### src/rtl/smac_seq_pkg.sv
// Package for the layer sequencer: state encoding, the captured layer
// configuration record, its field widths and a tile-count helper.
// The field widths track the default parameter values of smac_layer_seq.
package smac_seq_pkg;

    localparam int PA_DEF        = 8;
    localparam int PW_DEF        = 8;
    localparam int MNO_DEF       = 288;
    localparam int MNV_DEF       = 224 * 224;
    localparam int MAX_TILES_DEF = 1024;

    localparam int DONE_W  = $clog2(MNO_DEF);
    localparam int QUANT_W = $clog2(PA_DEF * PW_DEF);
    localparam int VOL_W   = $clog2(MNV_DEF);
    localparam int TILE_W  = $clog2(MAX_TILES_DEF);

    typedef enum logic [2:0] {
        ST_IDLE    = 3'd0,
        ST_RUN     = 3'd1,
        ST_UPD_IN  = 3'd2,
        ST_UPD_OUT = 3'd3,
        ST_DONE    = 3'd4
    } seq_state_t;

    typedef struct packed {
        logic [DONE_W-1:0]  done_ops;
        logic [QUANT_W-1:0] quant;
        logic [2:0]         out;
        logic [2:0]         relu;
        logic [2:0]         fil_group;
        logic [VOL_W-1:0]   in_vol;
        logic               par_sel_pa;
        logic [1:0]         par_sel_pw;
        logic [TILE_W-1:0]  num_in_tiles;
        logic [TILE_W-1:0]  num_out_tiles;
    } seq_cfg_t;

    // Last valid tile index for a tile count; a count of 0 means one tile.
    function automatic logic [TILE_W-1:0] tile_max(input logic [TILE_W-1:0] count);
        return (count == '0) ? '0 : count - 1'b1;
    endfunction

endpackage

### src/rtl/smac_layer_seq_tile_cnt.sv
// seq_tile_cnt: wrapping tile index counter.
//   clk, rst     : clock, asynchronous active-high reset
//   clr          : synchronous clear to 0 (has priority over inc)
//   inc          : advance; wraps to 0 when the count is at max_val
//   max_val      : last valid index
//   cnt          : current index
//   last         : cnt == max_val
module seq_tile_cnt #(
    parameter int W = 10
) (
    input  logic         clk,
    input  logic         rst,
    input  logic         clr,
    input  logic         inc,
    input  logic [W-1:0] max_val,
    output logic [W-1:0] cnt,
    output logic         last
);

    assign last = (cnt == max_val);

    always_ff @(posedge clk or posedge rst) begin
        if (rst)
            cnt <= '0;
        else if (clr)
            cnt <= '0;
        else if (inc)
            cnt <= last ? '0 : cnt + 1'b1;
    end

endmodule

### src/rtl/smac_layer_seq.sv
// smac_layer_seq: per-layer tile sequencer for the SMAC core.
// Accepts a layer configuration over a valid/ready handshake, holds it on
// the max_val_* / par_sel_* outputs, and walks input/output tiles in
// response to update_in / update_out pulses from the control unit. The
// core runs (core_stall_n=1) only in RUN; every tile update costs one stall
// cycle. layer_done pulses once after the last output tile.
// Ports:
//   clk, rst                 : clock, asynchronous active-high reset
//   cfg_valid / cfg_ready    : configuration handshake (ready only in IDLE)
//   cfg_*                    : layer configuration fields
//   update_in / update_out   : tile advance pulses
//   core_stall_n             : run enable to the control unit
//   max_val_* / par_sel_*    : registered configuration copies
//   idx_in / idx_out         : current tile indices
//   busy, layer_done         : status
// Optional build macro SMAC_SEQ_PERF_CNT_EN adds run_cycles / stall_cycles
// (saturating, cleared on handshake).
module smac_layer_seq
    import smac_seq_pkg::*;
#(
    parameter int Pa        = 8,
    parameter int Pw        = 8,
    parameter int MNO       = 288,
    parameter int MNV       = 224 * 224,
    parameter int MAX_TILES = 1024,
    parameter int TW        = $clog2(MAX_TILES)
) (
    input  logic                      clk,
    input  logic                      rst,
    input  logic                      cfg_valid,
    output logic                      cfg_ready,
    input  logic [$clog2(MNO)-1:0]    cfg_done_ops,
    input  logic [$clog2(Pa*Pw)-1:0]  cfg_quant,
    input  logic [2:0]                cfg_out,
    input  logic [2:0]                cfg_relu,
    input  logic [2:0]                cfg_fil_group,
    input  logic [$clog2(MNV)-1:0]    cfg_in_vol,
    input  logic                      cfg_par_sel_Pa,
    input  logic [1:0]                cfg_par_sel_Pw,
    input  logic [TW-1:0]             cfg_num_in_tiles,
    input  logic [TW-1:0]             cfg_num_out_tiles,
    input  logic                      update_in,
    input  logic                      update_out,
    output logic                      core_stall_n,
    output logic [$clog2(MNO)-1:0]    max_val_cnt_done,
    output logic [$clog2(Pa*Pw)-1:0]  max_val_cnt_quant,
    output logic [2:0]                max_val_cnt_out,
    output logic [2:0]                max_val_cnt_relu,
    output logic [2:0]                max_val_fil_group,
    output logic [$clog2(MNV)-1:0]    max_val_in_vol,
    output logic                      par_sel_Pa,
    output logic [1:0]                par_sel_Pw,
    output logic [TW-1:0]             idx_in,
    output logic [TW-1:0]             idx_out,
    output logic                      busy,
    output logic                      layer_done
`ifdef SMAC_SEQ_PERF_CNT_EN
    ,
    output logic [31:0]               run_cycles,
    output logic [31:0]               stall_cycles
`endif
);

    seq_state_t state, nxt;
    seq_cfg_t   cfg_q, cfg_in;
    logic       pending_in;
    logic       handshake;
    logic       in_last, out_last;

    assign handshake = cfg_valid && (state == ST_IDLE);

    assign cfg_in = '{
        done_ops:      cfg_done_ops,
        quant:         cfg_quant,
        out:           cfg_out,
        relu:          cfg_relu,
        fil_group:     cfg_fil_group,
        in_vol:        cfg_in_vol,
        par_sel_pa:    cfg_par_sel_Pa,
        par_sel_pw:    cfg_par_sel_Pw,
        num_in_tiles:  cfg_num_in_tiles,
        num_out_tiles: cfg_num_out_tiles
    };

    assign max_val_cnt_done  = cfg_q.done_ops;
    assign max_val_cnt_quant = cfg_q.quant;
    assign max_val_cnt_out   = cfg_q.out;
    assign max_val_cnt_relu  = cfg_q.relu;
    assign max_val_fil_group = cfg_q.fil_group;
    assign max_val_in_vol    = cfg_q.in_vol;
    assign par_sel_Pa        = cfg_q.par_sel_pa;
    assign par_sel_Pw        = cfg_q.par_sel_pw;

    // update_out wins over update_in; a deferred update_in is replayed
    // through pending_in on the next RUN cycle.
    always_comb begin
        nxt = state;
        case (state)
            ST_IDLE:    if (cfg_valid) nxt = ST_RUN;
            ST_RUN: begin
                if (update_out)
                    nxt = out_last ? ST_DONE : ST_UPD_OUT;
                else if (update_in || pending_in)
                    nxt = ST_UPD_IN;
            end
            ST_UPD_IN,
            ST_UPD_OUT: nxt = ST_RUN;
            ST_DONE:    nxt = ST_IDLE;
            default:    nxt = ST_IDLE;
        endcase
    end

    // Outputs are registered from the next state so they line up with it.
    always_ff @(posedge clk or posedge rst) begin
        if (rst) begin
            state        <= ST_IDLE;
            cfg_ready    <= 1'b1;
            busy         <= 1'b0;
            core_stall_n <= 1'b0;
            layer_done   <= 1'b0;
            pending_in   <= 1'b0;
            cfg_q        <= '0;
        end else begin
            state        <= nxt;
            cfg_ready    <= (nxt == ST_IDLE);
            busy         <= (nxt != ST_IDLE);
            core_stall_n <= (nxt == ST_RUN);
            layer_done   <= (nxt == ST_DONE);
            if (handshake)
                cfg_q <= cfg_in;
            if (handshake || nxt == ST_DONE)
                pending_in <= 1'b0;
            else if (state == ST_RUN && update_out && update_in)
                pending_in <= 1'b1;
            else if (state == ST_RUN && nxt == ST_UPD_IN)
                pending_in <= 1'b0;
        end
    end

    // Indices advance on the edge that leaves the update state.
    seq_tile_cnt #(.W(TW)) u_idx_in (
        .clk     (clk),
        .rst     (rst),
        .clr     (handshake),
        .inc     (state == ST_UPD_IN),
        .max_val (tile_max(cfg_q.num_in_tiles)),
        .cnt     (idx_in),
        .last    (in_last)
    );

    seq_tile_cnt #(.W(TW)) u_idx_out (
        .clk     (clk),
        .rst     (rst),
        .clr     (handshake),
        .inc     (state == ST_UPD_OUT),
        .max_val (tile_max(cfg_q.num_out_tiles)),
        .cnt     (idx_out),
        .last    (out_last)
    );

`ifdef SMAC_SEQ_PERF_CNT_EN
    always_ff @(posedge clk or posedge rst) begin
        if (rst) begin
            run_cycles   <= '0;
            stall_cycles <= '0;
        end else if (handshake) begin
            run_cycles   <= '0;
            stall_cycles <= '0;
        end else begin
            if (state == ST_RUN && run_cycles != '1)
                run_cycles <= run_cycles + 32'd1;
            if ((state == ST_UPD_IN || state == ST_UPD_OUT) && stall_cycles != '1)
                stall_cycles <= stall_cycles + 32'd1;
        end
    end
`else
    // in_last only matters for wrap, which the counter handles internally.
    logic unused_in_last;
    assign unused_in_last = in_last;
`endif

`ifdef SMAC_SEQ_PERF_CNT_EN
    logic unused_in_last;
    assign unused_in_last = in_last;
`endif

endmodule
### config.mk
export PLATFORM = sky130hd
export DESIGN_NAME = smac_layer_seq
export DESIGN_NICKNAME = d
export VERILOG_FILES = /design/src/rtl/smac_seq_pkg.sv /design/src/rtl/smac_layer_seq_tile_cnt.sv /design/src/rtl/smac_layer_seq.sv
export SDC_FILE = /design/constraint.sdc
export NUM_CORES = 1
export LEC_CHECK = 0
export CAP_MARGIN = 20
export CORE_AREA = 2 2 102 104
export CTS_CLUSTER_DIAMETER = 150
export DETAILED_ROUTE_END_ITERATION = 7
export DIE_AREA = 0 0 104 106
export GPL_ROUTABILITY_DRIVEN = 0
export PLACE_DENSITY = 0.95
export SETUP_SLACK_MARGIN = 0.05
export SLEW_MARGIN = 10
export SYNTH_ARGS = -nofsm -noshare
export SYNTH_HDL_FRONTEND = slang
export SYNTH_SLANG_ARGS = --single-unit
### constraint.sdc
create_clock -name clk -period 7.75 [get_ports clk]
set_clock_uncertainty 0.2 [all_clocks]
set_input_delay 1.55 -clock clk [delete_from_list [all_inputs] [get_ports clk]]
set_output_delay 1.55 -clock clk [all_outputs]
set_load 0.01 [all_outputs]
# Word level (Yosys, flattened, before mapping)
# Index checks and enable logic that the tools add are counted.
[totals] regBits=91 input_bits=68
[classes] n_addsub=4 n_eq_ne=8 mux=16 n_reduce_logical=15
[ops] operator="10-bit two-way mux" count=8
[ops] operator="10-bit by 1-bit adder with 10-bit output (second input constant)" count=2
[ops] operator="10-bit equality test" count=2
[ops] operator="10-bit zero test" count=2
[ops] operator="10-bit by 1-bit subtractor with 10-bit output (second input constant)" count=2
[ops] operator="3-bit two-way mux" count=4
[ops] operator="3-bit by 2-bit equality test with 1-bit output (second input constant)" count=3
[ops] operator="3-bit case mux with 3 select lines" count=1
[ops] operator="3-bit by 1-bit equality test with 1-bit output (second input constant)" count=2
[ops] operator="3-bit zero test" count=2
[ops] operator="3-bit nonzero test" count=2
[ops] operator="1-bit logical AND" count=4
[ops] operator="2-bit nonzero test" count=2
[ops] operator="3-bit equality test (second input constant)" count=1
[ops] operator="1-bit two-way mux" count=3
[ops] operator="1-bit logical OR" count=2
[ops] operator="2-bit OR reduction" count=1

# Longest topological paths before layout
[depth] depth_word=11 depth_mapped=12

# Cells and area by module
# A second synthesis with hierarchy kept.
[hier_totals] cells_unflattened=416 area_unflattened_um2=4809.6
[by_module_without_submodules] mod="smac_layer_seq" n_inst=1 cells_each=280 area_each_um2=3445.8
[by_module_without_submodules] mod="seq_tile_cnt" n_inst=2 cells_each=68 area_each_um2=681.9

# Least setup slack after synthesis
# OpenSTA, ideal clock, no wires.
[synth_path] path_kind="input to register" start="input cfg_valid" end="register cfg_q[0] (netlist name)" setup_time_ns=0.132 arrival_time_ns=2.826 t_required_ns=7.418 path_slack_ns=4.592 stages=4 path_cell_list="nor4b_1 clkbuf_1 clkbuf_1 o21ai_0"
[synth_between] elab_chain_cells=1
[synth_rtl] element="from (decl)" line_no="smac_layer_seq.sv:30" source="input logic cfg_valid,"
[synth_rtl] element="1-bit logical AND" line_no="smac_layer_seq.sv:70" source="assign handshake = cfg_valid && (state == ST_IDLE);"
[synth_rtl] element="to (signal assigned)" line_no="smac_layer_seq.sv:130" source="cfg_q <= cfg_in;"
[synth_rtl] element="to (decl)" line_no="smac_layer_seq.sv:65" source="seq_cfg_t cfg_q, cfg_in;"
# No other way between the ends.
# A chain may end at the register's enable or synchronous reset.

# Worst setup path after layout
[layout_path] start="register cfg_q[10] (netlist name)" end="register u_idx_in.cnt[4]"
[layout_between] elab_chain_cells=6 elab_cells_between_ends=7 cone_classes="1 x add/sub; 1 x eq/ne; 4 x mux; 1 x reduce/logical"
[layout_rtl] element="10-bit by 1-bit subtractor with 10-bit output or 10-bit zero test (tied branches)" line_no="smac_seq_pkg.sv:40" source="return (count == '0) ? '0 : count - 1'b1;"
[layout_rtl] element="10-bit two-way mux (*)" line_no="smac_seq_pkg.sv:40"
[layout_rtl] element="10-bit equality test (*)" line_no="smac_layer_seq_tile_cnt.sv:20" source="assign last = (cnt == max_val);"
[layout_rtl] element="10-bit two-way mux (*)" line_no="smac_layer_seq_tile_cnt.sv:28" source="cnt <= last ? '0 : cnt + 1'b1;"
[layout_rtl] element="10-bit two-way mux (*)" line_no="smac_layer_seq_tile_cnt.sv:27" source="else if (inc)"
[layout_rtl] element="10-bit two-way mux (*)" line_no="smac_layer_seq_tile_cnt.sv:25" source="else if (clr)"
[layout_rtl] element="to (signal assigned)" line_no="smac_layer_seq_tile_cnt.sv:28"
[layout_rtl] element="to (decl)" line_no="smac_layer_seq_tile_cnt.sv:16" source="output logic [W-1:0] cnt,"
# Mark *: on every way between the ends. The rest lies on a longest branch, timed or not. The select of a mux whose other input is x is not followed.

==> flow_summary_export.csv <==
group,metric,value,unit
yosys,synth_nets,559,
cts,cts.sinks,91,
critical_path,reg2reg_depth,9,
place,pre_cts_slack,4.018,ns
yosys,synthArstFlopShare,1.000,
timing,worst_pin_slew,0.8980,ns
timing,fmax,284.1,MHz
critical_path,r2r_end,"u_idx_in.cnt[4]",
drt,vias_per_cell,5.818,
yosys,synthMuxAreaShare,0.1284,
worst_hold_path,hp-class,"reg -> reg",
global_route,track_usage,0.2267,
timing,fin_tns_setup,0,ns
drt,first_iter_violations,227,
cts,path_clk_slew,0.09,ns
cts,clkLatencyLatePin,0.37,ns
drt,drc,0,
floorplanning,initial_utilization,0.5164,
cts,hold_buffers,0,
global_route,grt_pass1_vias,4134,
floorplanning,die_area,11020,sq um
run,drv_cap,0,
global_route,overflow,0,
critical_path,reg2reg_slack,4.23,ns
timing,finalSetupViolCount,0,
yosys,synth-seq-cells,91,
critical_path,critical_path_class,"reg -> reg",
yosys,synth-edff-count,0,
yosys,synth_compound_area_frac,0.1180,
timing,fin_crit,3.520,ns
yosys,ys.warnings.count,0,
floorplanning,rows,37,
timing,maxSlewViolCount,0,
floorplanning,io_pins,135,
pwr,p_leak,2.535,nW
pwr,total_power,0.002456,W
drt,drtAntennaViolNets,0,
yosys,synth_simple_gate_area_frac,0.1691,
final_layout,n_fill_cell,781,
timing,setup_ws,4.230,ns
yosys,ys.flop_type,"dfrtp_1",
floorplanning,chipHeight,106,um
worst_hold_path,hp-start,"max_val_cnt_quant[2]",
final_layout,nNetsFinal,634,
drt,first_pass_iters,5,
cts,numCtsBuffers,9,
timing,timing.final.crit_share,0.4542,
pwr,vdd_drop_max,178.9,uV
drt,wl_per_cell,17.26,um
final_layout,final_area,6432,sq um
cts,post_cts_resized,0,
critical_path,cp-end-kind,"flop",
drt,vias,4084,
global_route,grt_pass1_wl,20240,um
place,dp_hpwl,8841,um
critical_path,worstPathMaxFanout,15,
worst_hold_path,min_path_cells,1,
critical_path,rr_startpoint,"cfg_q[10]",
cts,cts_tree,"done",
final_layout,syn_to_final_growth,24.57,%
place,port-buffer-count,134,
drt,routed_wl,12120,um
yosys,yosysUniqueCellTypes,69,
worst_hold_path,min_to,"max_val_cnt_quant[2]",
yosys,synth_top_family_by_area,"simple AND/OR/NAND/NOR gates",
critical_path,worstPathRequired,7.81,ns
cts,clockRootBuffer,"clkbuf_8",
cts,post-cts-setup-buffers,0,
yosys,postSynthCellCount,487,
critical_path,worstPathArrival,3.58,ns
final_layout,drive_gt1_frac,0.1714,
cts,cts_max_level,3,
yosys,synthXorXnorAreaFrac,0.03392,
run_status,status,"finished clean",
pwr,power_density,381.8,nW/um^2
timing,slew_headroom,0.4000,
global_route,antenna_found_initial,0,
yosys,netlist_area,5164,sq um
final_layout,finish.utilization,0.6433,
global_route,grt_start_max_net_pins,50,
final_layout,antennaDiodeCount,0,
place,placed_area,6232,sq um
cts,cts_buffer_depth,2,
floorplanning,die_w,104,um
yosys,avgSynthCellArea,10.60,sq um
timing,rsz0062_at_grt,"no",
floorplanning,fp.coreArea,10000,sq um
timing,hold_viol_final,0,
yosys,ys_seq_area_frac,0.4412,
yosys,yosys.area_share.adder,0.009692,
critical_path,crit_path_start_kind,"flop",
metal layers:
| layer | global-route usage | up-vias | wire, um |
|---|---|---|---|
| li1 | - | 1888 | - |
| met1 | 0.2748 | 1997 | 4741 |
| met2 | 0.3938 | 174 | 6279 |
| met3 | 0.05825 | 25 | 839 |
| met4 | 0.07819 | 0 | 255 |
| met5 | 0 | - | 0 |
worst max path at each step:
stage / from / endpoint / slack [ns] / depth (start not counted)
final: cfg_q[10] / u_idx_in.cnt[4] / 4.23 / 9
after global routing: cfg_q[10] / u_idx_in.cnt[4] / 3.96 / 9
after CTS: cfg_q[10] / u_idx_in.cnt[4] / 4.30 / 9
after detailed placement: cfg_valid / max_val_in_vol[6] / 4.02 / 4
after global placement: cfg_valid / max_val_fil_group[1] / 4.07 / 4
after floorplan: rst / busy / 3.64 / 1
worst max-delay path: stages (launching register included):
cell and delay (ns):
dfrtp_1 0.43, inv_1 0.11, ha_1 0.22, nor4b_2 0.68
a21boi_1 0.16, xor2_1 0.19, a2111oi_2 0.39, and4_1 0.62
nor4_1 0.11, a211o_1 0.29
final cells by class:
| cell class | instances | area [sq um] | area share |
|---|---|---|---|
| Inverter | 11 | 42.54 | 0.006613 |
| Timing Repair Buffer | 137 | 1364 | 0.2120 |
| Tap cell | 136 | 170.2 | 0.02645 |
| Multi-Input combinational cell | 312 | 2377 | 0.3696 |
| Clock inverter | 5 | 62.56 | 0.009726 |
| Sequential cell | 91 | 2278 | 0.3542 |
| Clock buffer | 10 | 137.6 | 0.02140 |
Yosys cell counts (3+ instances only):
cell / instances / area share
dfrtp_1: 90 / 0.44
mux2_2: 58 / 0.13
buf_4: 42 / 0.061
nand2_1: 30 / 0.022
clkbuf_1: 18 / 0.013
nor3_1: 18 / 0.017
o21ai_0: 17 / 0.016
nand3_1: 14 / 0.014
nor2_1: 13 / 0.0095
xor2_1: 13 / 0.022
a21oi_1: 12 / 0.012
inv_1: 11 / 0.0080
and3_1: 9 / 0.011
nand2b_1: 7 / 0.0085
xnor2_1: 7 / 0.012
a31oi_1: 6 / 0.0073
buf_2: 6 / 0.0058
nor3b_1: 6 / 0.0087
o311ai_1: 6 / 0.010
o31ai_1: 6 / 0.0087
or3_1: 6 / 0.0073
nor4_1: 5 / 0.0061
nor4b_1: 5 / 0.0085
ha_1: 4 / 0.0097
or2_2: 4 / 0.0048
a211oi_1: 3 / 0.0044
a21o_1: 3 / 0.0044
a22oi_1: 3 / 0.0044
buf_1: 3 / 0.0022
buf_6: 3 / 0.0065
nand4_1: 3 / 0.0036
nor4b_2: 3 / 0.0087
o211ai_1: 3 / 0.0044
o21a_1: 3 / 0.0044
or4_1: 3 / 0.0044
cells by family after synthesis:
kind of cell / Yosys count
compound gates: 86
xor+xnor: 20
fa+ha+maj: 4
buf+inv: 84
flops: 91
mux: 59
simple gates: 143
power by group:
| part | total, W | switching (W) | internal (W) |
|---|---|---|---|
| Combinational | 0.00119 | 0.000524 | 0.000662 |
| Clock | 0.000330 | 0.000172 | 0.000158 |
| Sequential | 0.000940 | 0.000257 | 0.000683 |
| Total | 0.00246 | 0.000953 | 0.00150 |
sequential cells by signal, indices dropped and copies added, names as in the netlist:
register and cells:
par_sel_Pa 1, busy 1, max_val_cnt_relu 3, state 3, max_val_cnt_out 3, layer_done 1, pending_in 1, par_sel_Pw 2
max_val_fil_group 3, cfg_ready 1, max_val_cnt_done 9, core_stall_n 1, max_val_in_vol 16, u_idx_out.cnt 10, max_val_cnt_quant 6, u_idx_in.cnt 10
cfg_q 20
through the flow:
stage | std cells | hold WS [ns]
floorplan | 487 | 0.2820
global placement | 687 | 0.2886
detailed placement | 687 | 0.2956
CTS | 702 | 0.3181
global route | 702 | 0.3361
finish | 702 | 0.3139
placed cells by master, fill, tap and decap left out, types with 10 or more instances in the layout:
| cell type | instances |
|---|---|
| inv_1 | 10 |
| nand2_1 | 30 |
| clkbuf_8 | 10 |
| nor3_1 | 18 |
| dfrtp_1 | 90 |
| mux2_2 | 58 |
| xor2_1 | 13 |
| o21ai_0 | 17 |
| clkdlybuf4s50_1 | 134 |
| nand3_1 | 14 |
| a21oi_1 | 12 |
| nor2_1 | 13 |
No activity file was read; power rests on OpenSTA's default activity.
